### config.mk
export PLATFORM = sky130hd
export DESIGN_NAME = div_clk_monitor_flat
export DESIGN_NICKNAME = d
export VERILOG_FILES = /design/src/rtl/div_clk_monitor_if.sv /design/src/rtl/div_clk_monitor.sv /design/src/flat_wrapper.sv
export SDC_FILE = /design/constraint.sdc
export NUM_CORES = 1
export LEC_CHECK = 0
export CAP_MARGIN = 20
export CORE_UTILIZATION = 50
export CTS_CLUSTER_DIAMETER = 40
export DETAILED_ROUTE_END_ITERATION = 10
export PLACE_DENSITY = 0.73
export SLEW_MARGIN = 40
export SYNTH_ARGS = -nofsm -noshare
export SYNTH_HDL_FRONTEND = slang
export SYNTH_SLANG_ARGS = --single-unit
### constraint.sdc
create_clock -name clk -period 3.4 [get_ports clk]
set_input_delay 0.68 -clock clk [delete_from_list [all_inputs] [get_ports clk]]
set_output_delay 0.68 -clock clk [all_outputs]
set_load 0.05 [all_outputs]
### src/rtl/div_clk_monitor_if.sv
// rtl/div_clk_monitor_if.sv - divided-clock monitor signal bundle
interface div_clk_monitor_if #(
  parameter int CW = 16
);
  logic          clk_in;
  logic [CW-1:0] exp_period;
  logic [CW-1:0] period_o;
  logic [CW-1:0] high_o;
  logic          meas_valid;
  logic          err;
  logic          locked;
  logic          stuck;

  modport master (
    output clk_in, exp_period,
    input  period_o, high_o, meas_valid, err, locked, stuck
  );

  modport slave (
    input  clk_in, exp_period,
    output period_o, high_o, meas_valid, err, locked, stuck
  );
endinterface

### src/rtl/div_clk_monitor.sv
// rtl/div_clk_monitor.sv - measures period/high time of a divided clock sampled in clk
module div_clk_monitor #(
  parameter int CW       = 16,
  parameter int LOCK_CNT = 4,
  parameter int TIMEOUT  = 1024
) (
  input  logic            clk,
  input  logic            rst,
  div_clk_monitor_if.slave mon
);
  localparam int MW = $clog2(LOCK_CNT + 1);
  localparam logic [CW-1:0] CNT_MAX  = '1;
  localparam logic [CW-1:0] TO_VAL   = CW'(TIMEOUT);
  localparam logic [MW-1:0] LOCK_VAL = MW'(LOCK_CNT);

  typedef enum logic {IDLE, MEAS} state_t;

  state_t        state_q, state_d;
  logic          in_q, in_d;
  logic          in_qq, in_qq_d;
  logic [CW-1:0] cnt_q, cnt_d;
  logic [CW-1:0] hcnt_q, hcnt_d;
  logic [CW-1:0] period_q, period_d;
  logic [CW-1:0] high_q, high_d;
  logic [MW-1:0] match_q, match_d;
  logic          meas_valid_q, meas_valid_d;
  logic          err_q, err_d;
  logic          locked_q, locked_d;
  logic          stuck_q, stuck_d;
  logic          rise;
  logic          mismatch;

  assign rise     = in_q & ~in_qq;
  assign mismatch = (mon.exp_period != '0) && (cnt_q != mon.exp_period);

  always_comb begin
    state_d      = state_q;
    in_d         = mon.clk_in;
    in_qq_d      = in_q;
    period_d     = period_q;
    high_d       = high_q;
    match_d      = match_q;
    meas_valid_d = 1'b0;
    err_d        = 1'b0;
    locked_d     = locked_q;
    stuck_d      = stuck_q;

    // Counters run in both states; a rise always restarts the interval.
    if (rise) begin
      cnt_d  = CW'(1);
      hcnt_d = CW'(1);
    end else begin
      cnt_d  = (cnt_q == CNT_MAX) ? cnt_q : cnt_q + CW'(1);
      hcnt_d = (hcnt_q == CNT_MAX || !in_q) ? hcnt_q : hcnt_q + CW'(1);
    end

    case (state_q)
      IDLE: begin
        if (rise) begin
          state_d = MEAS;
          stuck_d = 1'b0;
        end
      end
      MEAS: begin
        if (rise) begin
          period_d     = cnt_q;
          high_d       = hcnt_q;
          meas_valid_d = 1'b1;
          if (mismatch) begin
            err_d    = 1'b1;
            match_d  = '0;
            locked_d = 1'b0;
          end else begin
            match_d = (match_q == LOCK_VAL) ? match_q : match_q + MW'(1);
            if (match_d == LOCK_VAL) locked_d = 1'b1;
          end
        end else if (cnt_q == TO_VAL) begin
          // Partial interval is dropped; the next rise only re-arms.
          stuck_d  = 1'b1;
          locked_d = 1'b0;
          match_d  = '0;
          state_d  = IDLE;
        end
      end
      default: state_d = IDLE;
    endcase
  end

  always_ff @(posedge clk) begin
    if (rst) begin
      state_q      <= IDLE;
      in_q         <= 1'b1;
      in_qq        <= 1'b1;
      cnt_q        <= '0;
      hcnt_q       <= '0;
      period_q     <= '0;
      high_q       <= '0;
      match_q      <= '0;
      meas_valid_q <= 1'b0;
      err_q        <= 1'b0;
      locked_q     <= 1'b0;
      stuck_q      <= 1'b0;
    end else begin
      state_q      <= state_d;
      in_q         <= in_d;
      in_qq        <= in_qq_d;
      cnt_q        <= cnt_d;
      hcnt_q       <= hcnt_d;
      period_q     <= period_d;
      high_q       <= high_d;
      match_q      <= match_d;
      meas_valid_q <= meas_valid_d;
      err_q        <= err_d;
      locked_q     <= locked_d;
      stuck_q      <= stuck_d;
    end
  end

  assign mon.period_o   = period_q;
  assign mon.high_o     = high_q;
  assign mon.meas_valid = meas_valid_q;
  assign mon.err        = err_q;
  assign mon.locked     = locked_q;
  assign mon.stuck      = stuck_q;
endmodule
### src/flat_wrapper.sv
// flat-port wrapper written by rule: the top's interface ports become plain ports
module div_clk_monitor_flat 
#(
  parameter int CW       = 16,
  parameter int LOCK_CNT = 4,
  parameter int TIMEOUT  = 1024
)
  (clk, rst, mon_clk_in, mon_exp_period, mon_period_o, mon_high_o, mon_meas_valid, mon_err, mon_locked, mon_stuck);
  div_clk_monitor_if #(.CW(CW)) mon_i ();
  input  logic clk;
  input  logic rst;
  input wire logic [$bits(mon_i.clk_in)-1:0] mon_clk_in;
  input wire logic [$bits(mon_i.exp_period)-1:0] mon_exp_period;
  output wire logic [$bits(mon_i.period_o)-1:0] mon_period_o;
  output wire logic [$bits(mon_i.high_o)-1:0] mon_high_o;
  output wire logic [$bits(mon_i.meas_valid)-1:0] mon_meas_valid;
  output wire logic [$bits(mon_i.err)-1:0] mon_err;
  output wire logic [$bits(mon_i.locked)-1:0] mon_locked;
  output wire logic [$bits(mon_i.stuck)-1:0] mon_stuck;
  assign mon_i.clk_in = mon_clk_in;
  assign mon_i.exp_period = mon_exp_period;
  assign mon_period_o = mon_i.period_o;
  assign mon_high_o = mon_i.high_o;
  assign mon_meas_valid = mon_i.meas_valid;
  assign mon_err = mon_i.err;
  assign mon_locked = mon_i.locked;
  assign mon_stuck = mon_i.stuck;
  div_clk_monitor #(.CW(CW), .LOCK_CNT(LOCK_CNT), .TIMEOUT(TIMEOUT)) u_core (.clk(clk), .rst(rst), .mon(mon_i));
endmodule
# --- Word level (Yosys, flattened, before mapping) ---
# Index checks and enable logic that the tools add are counted.
word_totals:
  regBits: 74
  inputBits: 19
  out_inout_bits: 36
  wordCells: 66
classes:
  add_sub_neg: 3
  n_eq_ne: 12
  mux: 21
  bitwise_logic: 4
  reduce_logical: 12
op_table:
  columns: ["op", "n"]
  rows:
  - ["16-bit by 1-bit adder with 16-bit output, second input constant", 2]
  - ["16-bit equality test, second input constant", 2]
  - ["16-bit by 11-bit equality test with 1-bit output, second input constant", 1]
  - ["16-bit inequality test", 1]
  - ["16-bit nonzero test", 1]
  - ["1-bit 2-to-1 mux", 15]
  - ["3-bit 2-to-1 mux", 4]
  - ["3-bit equality test, second input constant", 2]
  - ["2-bit by 1-bit inequality test with 1-bit output, second input constant", 3]
  - ["3-bit AND reduction", 2]
  - ["2-bit inequality test, second input constant", 2]
  - ["1-bit case mux with 2 select lines", 2]
  - ["2-bit AND reduction", 2]
  - ["2-bit OR reduction", 2]
  - ["3-bit by 1-bit adder with 3-bit output, second input constant", 1]
  - ["3-bit inequality test, second input constant", 1]
  - ["1-bit NOT", 3]
  - ["3-bit OR reduction", 1]
  - ["2-bit nonzero test", 1]
  - ["1-bit bitwise AND", 1]
  - ["1-bit logical AND", 1]
  - ["1-bit zero test", 1]
  - ["1-bit logical OR", 1]

# --- Depth between registers and ports, before layout ---
# Gate-level depths: netlist of the first run.
depth:
  depth_word: 6
  depth_mapped: 8
  mapped_depth_nobuf: 7

# --- Worst setup path before layout of the first run ---
# OpenSTA, ideal clock, no wires.
synth_path:
  path_type: "in2reg"
  startpoint: "in mon_exp_period[14]"
  endpoint: "reg u_core.match_q[2]"
  setup_ns: 0.073
  arrival_ns: 1.729
  t_required_ns: 3.327
  path_slack_ns: 1.598
  path_stages: 5
  path_buffers: 0
  cell_sequence: "xor2_1 nor4_4 nand4_1 a311o_1 nor3_2"
synth_between:
  elab_chain_len: 4
  elab_cells_between_ends: 5
  classes_between: "eq/ne (1); mux (2); reduce/logical (2)"
synth_rtl:
  columns: ["item", "line_no", "text"]
  rows:
  - ["start, declared", "flat_wrapper.sv:13", "input wire logic [$bits(mon_i.exp_period)-1:0] mon_exp_period;"]
  - ["16-bit inequality test / 16-bit nonzero test (equally long branches)", "div_clk_monitor.sv:34", "assign mismatch = (mon.exp_period != '0) && (cnt_q != mon.exp_period);"]
  - ["1-bit logical AND (*)", "div_clk_monitor.sv:34", null]
  - ["3-bit 2-to-1 mux (*)", "div_clk_monitor.sv:69", "if (mismatch) begin"]
  - ["3-bit 2-to-1 mux (*)", "div_clk_monitor.sv:65", "if (rise) begin"]
  - ["end signal, assigned", "div_clk_monitor.sv:111", "match_q <= match_d;"]
  - ["end, declared", "div_clk_monitor.sv:25", "logic [MW-1:0] match_q, match_d;"]
# Mark *: on every way between the ends. The rest lies on a longest branch, timed or not.
# A chain may end at the register's enable or synchronous reset.

# --- Final worst setup path of the first run ---
layout_path:
  startpoint: "reg u_core.high_q[15] (netlist: u_core.mon.high_o[15])"
  endpoint: "out mon_high_o[15]"
layout_rtl:
  columns: ["item", "line_no", "text"]
  rows:
  - ["start, declared", "div_clk_monitor.sv:24", "logic [CW-1:0] high_q, high_d;"]
  - ["start signal, assigned", "div_clk_monitor.sv:110", "high_q <= high_d;"]
  - ["end, declared", "flat_wrapper.sv:15", "output wire logic [$bits(mon_i.high_o)-1:0] mon_high_o;"]
# No word-level cell between the ends.

==> impl_metrics.py, run 1 <==
metrics = {
    "status": {
        "status": "finished, final reports clean",
    },
    "die": {
        "die_x_um": 85.0,
        "die_h_um": 85.0,
        "num_io_pins": 55,
        "start_util_pct": 53.1,
        "die_area_mm2": 0.00723,
        "rows": 29,
        "core-area_mm2": 0.00649,
    },
    "flow_run": {
        "cap_violations": 0,
    },
    "synth": {
        "synth_area_leader_cell": "dfxtp_1",
        "synthTopCellsByArea": "dfxtp_1, nand2_1, a21oi_1",
        "syn-cell-area_mm2": 0.00345,
        "avgSynthCellArea_um2": 8.33,
        "syn_nets": 438,
        "postSynthCellCount": 414,
        "ys_seq_area_share_pct": 43.0,
        "synth_cell_types": 45,
        "yosys_warnings": 0,
        "ys_seq_elements": 74,
        "synth_top_area_share_pct": 43.0,
    },
    "critical_path": {
        "critPathRequiredTime_ps": 2720,
        "cp-end-kind": "output pin",
        "crit_buf_inv": 1,
        "crit_chain": "clkdlybuf4s50_1",
        "crit_family": "buffers and inverters",
        "cp-start-kind": "flop",
        "critical_path_class": "reg2out",
        "cpPeakStageDelay_ps": 820,
        "cp_slowest_cell": "clkdlybuf4s50_1",
        "cp.arrival_ps": 1520,
        "cp_max_fo": 2,
    },
    "clocking": {
        "cts_tree": "built",
        "worstSkewPairLatency_ps": 340,
        "htree_levels": 3,
        "clk_path_buf_depth": 2,
        "path_clk_slew_ps": 80,
        "post-cts-setup-buffer-count": 0,
        "numCtsBuffers": 9,
        "clock-sinks": 74,
        "root_buffer": "clkbuf_8",
        "holdBufCountCts": 0,
        "cts.repair.resized": 0,
    },
    "global_route": {
        "use_met2_pct": 36.7,
        "antenna_found_initial": 0,
        "grt_max_degree": 41,
        "grt_pass1_vias": 2752,
        "busiest_layer": "met2",
        "grt.total_usage_pct": 22.1,
        "grt_pass1_wl_mm": 12.7,
        "grt_overflow": 0,
        "use_met1_pct": 28.8,
        "grt_use_met3_pct": 3.21,
    },
    "power_and_ir_drop": {
        "switching_share_pct": 23.3,
        "power_frac_comb_pct": 5.3,
        "power.density_mw_per_mm2": 382,
        "seqPwrFrac_pct": 56.2,
        "p_leak_nw": 1.42,
        "switching_power_mw": 0.369,
        "p_clk_share_pct": 38.6,
        "intPower_mw": 1.21,
        "vdd.ir_drop.worst_mv": 0.242,
    },
    "place": {
        "io_buffers": 54,
        "dp_cells": 522,
        "dpl.hpwl_mm": 5.30,
        "pre_cts_ws_ps": 938,
        "finalWeightedCongestion": 0.885,
    },
    "finish": {
        "ff_latch_area_mm2": 0.00148,
        "diodes": 0,
        "layoutNonFillerInstCount": 537,
        "num-fill-cells": 589,
        "area_growth_pct": 20.2,
        "multi_input_comb_area_mm2": 0.00178,
        "nets": 480,
        "drive_gt1_share_pct": 6.96,
    },
    "sta": {
        "min_period_over_period_pct": 64.6,
        "worst_slew_margin_rel_pct": 52.5,
        "fmax_ghz": 0.455,
        "post-route-min-period_ps": 2200,
        "timing.final.setup_violations": 0,
        "rsz0062_at_grt": "false",
        "worstMarginPinSlew_ps": 707,
        "slew_violations": 0,
        "hold_violations": 0,
        "finalSetupTns_ps": 0,
        "setup_slack_ps": 1200,
        "skew_ps": 9.30,
    },
    "min_path": {
        "hp-class": "reg2reg",
    },
    "drt": {
        "vias": 2968,
        "detail_route.wl_per_cell_um": 14.0,
        "firstDrtPassIters": 4,
        "drc_errors": 0,
        "first_iter_violations": 154,
        "routed_wl_mm": 7.53,
        "ant_nets": 0,
        "viasPerCell": 5.53,
    },
}
## stage by stage
| step | area (um^2) | utilization, % | hold WS [ps] | total power, mW |
|---|---|---|---|---|
| floorplan | 3450 | - | 467 | 0.954 |
| global placement | 3970 | 61.0 | 443 | 0.990 |
| detailed placement | 3970 | 61.0 | 447 | 0.992 |
| CTS | 4140 | 63.8 | 456 | 1.60 |
| global route | 4140 | 63.8 | 478 | 1.64 |
| finish | 4140 | 63.8 | 453 | 1.58 |
## cells by family after synthesis
family | after synthesis | share of synthesized area, %
AO/OA/AOI/OAI | 69 | 11.3
AND/OR/NAND/NOR | 193 | 29.2
adder cells (fa/ha/maj) | 5 | 1.81
flip-flops | 74 | 43.0
buffers and inverters | 36 | 5.30
XOR/XNOR | 35 | 8.89
multiplexers | 2 | 0.581
## path summary, 6_finish.rpt
kind / slack (ps) / startpoint / to / cells after the start
min reg2reg: 450 / u_core.mon.period_o[7] / u_core.mon.period_o[7] / 2
min: 450 / u_core.mon.period_o[7] / u_core.mon.period_o[7] / 2
max: 1200 / u_core.mon.high_o[15] / mon_high_o[15] / 1
max reg2reg: 1270 / u_core.cnt_q[0] / u_core.cnt_q[10] / 6
## worst register-to-register path, delay by kind of cell (launching register included)
kind / cells / cell delay (ps)
fa+ha+maj: 1 / 300
flops: 1 / 500
compound gates: 1 / 210
simple gates: 4 / 1040
## layout make-up
type | count | area share (%)
Inverter | 9 | 0.815
Sequential cell | 74 | 35.7
Tap cell | 77 | 2.32
Multi-Input combinational cell | 304 | 43.0
Timing Repair Buffer | 58 | 13.8
Clock inverter | 4 | 0.664
Clock buffer | 11 | 3.65
## power groups by stage
stage               Combinational [mW]  Clock [mW]  Sequential (mW)
global placement                0.0810           0            0.909
global route                    0.0928       0.658            0.891
CTS                             0.0834       0.626            0.889
finish                          0.0833       0.611            0.889
floorplan                       0.0520           0            0.902
detailed placement              0.0830           0            0.909
## metal layers
metal	up-vias	share of wire (%)
met5	-	0
met4	0	1.4
met3	10	4.7
met2	71	47
met1	1383	47
li1	1504	-
## flip-flops by register name, summed over array words and instances (netlist names)
register	flops
u_core.hcnt_q	16
u_core.state_q	1
u_core.cnt_q	16
u_core.mon.locked	1
u_core.mon.meas_valid	1
u_core.mon.high_o	16
u_core.mon.stuck	1
u_core.mon.err	1
u_core.mon.period_o	16
u_core.in_qq	1
u_core.in_q	1
u_core.match_q	3
## synthesized netlist by cell type (all sizes together)
cell type  number
or3             2
nor2b           3
nor3b           2
nand3          17
and4b           1
nor4           12
nor4b           2
nand4          11
nand2          76
a31oi           2
nand3b          1
and2            1
o2111ai         1
ha              5
nand2b          4
a21oi          49
a311o           1
clkbuf         11
xor2           17
o22ai           1
or2             2
and4bb          1
nor3           16
and4            4
nor2           34
mux2i           2
buf            16
a211oi          5
o21bai          2
a2111oi         1
o21ai           5
inv             9
dfxtp          74
o21a            1
xnor2          18
o211a           1
and3            4
## cell usage in the layout (no fill, tap or decap), types with 3 or more instances in the layout
master,instances
clkbuf_8,11
a21oi_1,49
buf_4,4
o21ai_0,5
clkdlybuf4s50_1,54
dfxtp_1,74
nand2_1,75
nor4_4,3
xor2_1,17
nor3_1,14
inv_1,9
nand4_1,10
nor2_1,34
xnor2_1,18
a211oi_1,5
nor4_1,7
and3_1,3
nand3_1,17
nor2b_1,3
ha_1,5
nand2b_1,4
and4_1,4
No activity file was read; power rests on OpenSTA's default activity.
==> inputs of run 2 (changes only) <==
- clock period: 3.4 -> 2.2 ns (I/O delays scaled with it)
==> run 2 against run 1 <==
Clock power is 57% higher; core utilization is 1.8 points higher; setup slack worse by 970 ps; sequential power is 54% higher; register-to-register slack worse by 1000 ps; final cell count is 3.0% higher; largest power group unchanged; routed wire length is 2.4% higher.
==> impl_metrics.py, run 2 (synthesis results as in run 1) <==
metrics = {
    "clocking": {
        "cts.repair.resized": 0,
        "numCtsBuffers": 9,
        "worstSkewPairLatency_ps": 350,
        "clock-sinks": 74,
        "path_clk_slew_ps": 70,
        "root_buffer": "clkbuf_8",
        "cts_tree": "built",
        "htree_levels": 3,
        "holdBufCountCts": 0,
        "clk_path_buf_depth": 2,
        "post-cts-setup-buffer-count": 0,
    },
    "die": {
        "start_util_pct": 53.1,
        "die_area_mm2": 0.00723,
        "die_x_um": 85.0,
        "rows": 29,
        "core-area_mm2": 0.00649,
        "num_io_pins": 55,
        "die_h_um": 85.0,
    },
    "power_and_ir_drop": {
        "vdd.ir_drop.worst_mv": 0.531,
        "power.density_mw_per_mm2": 581,
        "p_leak_nw": 1.49,
        "total_power_mw": 2.47,
    },
    "sta": {
        "post-route-min-period_ps": 1970,
        "skew_ps": 7.31,
        "worst_slew_margin_rel_pct": 65.7,
        "hold_violations": 0,
        "fmax_ghz": 0.508,
        "setup_slack_ps": 233,
        "timing.final.setup_violations": 0,
        "rsz0062_at_grt": "false",
        "slew_violations": 0,
        "min_period_over_period_pct": 89.4,
        "worstMarginPinSlew_ps": 512,
    },
    "drt": {
        "vias": 3051,
        "drc_errors": 0,
        "detail_route.wl_per_cell_um": 13.9,
        "ant_nets": 0,
        "firstDrtPassIters": 4,
        "viasPerCell": 5.52,
        "first_iter_violations": 143,
        "routed_wl_mm": 7.71,
    },
    "finish": {
        "diodes": 0,
        "mostFrequentLayoutCells": "nand2_1, dfxtp_1, clkdlybuf4s50_1",
        "area_growth_pct": 23.6,
        "final_common_cell": "nand2_1",
        "nets": 495,
        "drive_gt1_share_pct": 9.87,
    },
    "global_route": {
        "grt_overflow": 0,
        "grt_pass1_vias": 2972,
        "grt_pass1_wl_mm": 13.5,
        "antenna_found_initial": 0,
        "grt.total_usage_pct": 23.4,
        "grt_max_degree": 31,
    },
    "status": {
        "status": "finished, final reports clean",
    },
    "place": {
        "finalWeightedCongestion": 0.868,
        "dpl.hpwl_mm": 5.49,
        "pre_cts_ws_ps": -5.24,
        "io_buffers": 54,
    },
    "critical_path": {
        "cp-end-kind": "flop",
        "cp.arrival_ps": 2240,
        "critPathRequiredTime_ps": 2470,
        "cp_max_fo": 6,
        "critical_path_class": "reg2reg",
        "cp-start-kind": "flop",
    },
    "min_path": {
        "hp-class": "reg2reg",
    },
    "flow_run": {
        "cap_violations": 0,
    },
}
==> run 2: cell count changes in the layout (fill, tap and decap cells not counted), sizes merged <==
cell      before  now
clkinv         4    3
clkinvlp       0    1
clkbuf        11   12
buf            4   19
==> run 2: layout make-up <==
type / count / area (um^2)
clock inverter: 4 / 26.3
clock buffer: 12 / 155
fill: 556 / 2240
inverter: 9 / 33.8
multi-input combinational: 304 / 1780
timing repair buffer: 73 / 683
sequential: 74 / 1480
tap: 77 / 96.3
==> run 2: worst paths after layout <==
path | startpoint | endpoint | cells past startpoint | slack, ps
min | u_core.mon.period_o[7] | u_core.mon.period_o[7] | 2 | 450
max | u_core.cnt_q[0] | u_core.match_q[2] | 7 | 230
min reg2reg | u_core.mon.period_o[7] | u_core.mon.period_o[7] | 2 | 450
max reg2reg | u_core.cnt_q[0] | u_core.match_q[2] | 7 | 230
==> run 2: routing by layer <==
layer  up-vias  wire (um)  track usage, %  part of all wire [%]
met2        63       3670            39.2                    48
met4         0        101            6.78                   1.3
met1      1448       3600            29.4                    47
met5         -          0               0                     0
li1       1531          -               -                     -
met3         9        339            6.61                   4.4
==> run 2: per-stage QoR <==
stage	cell area (um^2)	std cells	setup TNS, ps	utilization, %	hold slack, ps
4_1_cts	4260	553	0	65.6	458
5_1_grt	4260	553	0	65.6	475
6_report	4260	553	0	65.6	453
3_5_place_dp	4080	537	-5.24	62.8	447
3_3_place_gp	4080	537	0	62.8	441
2_1_floorplan	3450	414	0	-	467
==> run 2: critical path, stage by stage (launching register included) <==
cell and delay (ps):
dfxtp_1 450, inv_1 90, ha_1 210, nor4b_1 140, and4_1 250, and3_1 200
a311o_1 390, nor3_2 180
==> run 2: power breakdown <==
group / switching [mW] / internal (mW)
clock network: 0.491 / 0.470
registers: 0.0188 / 1.35
logic: 0.0727 / 0.0709
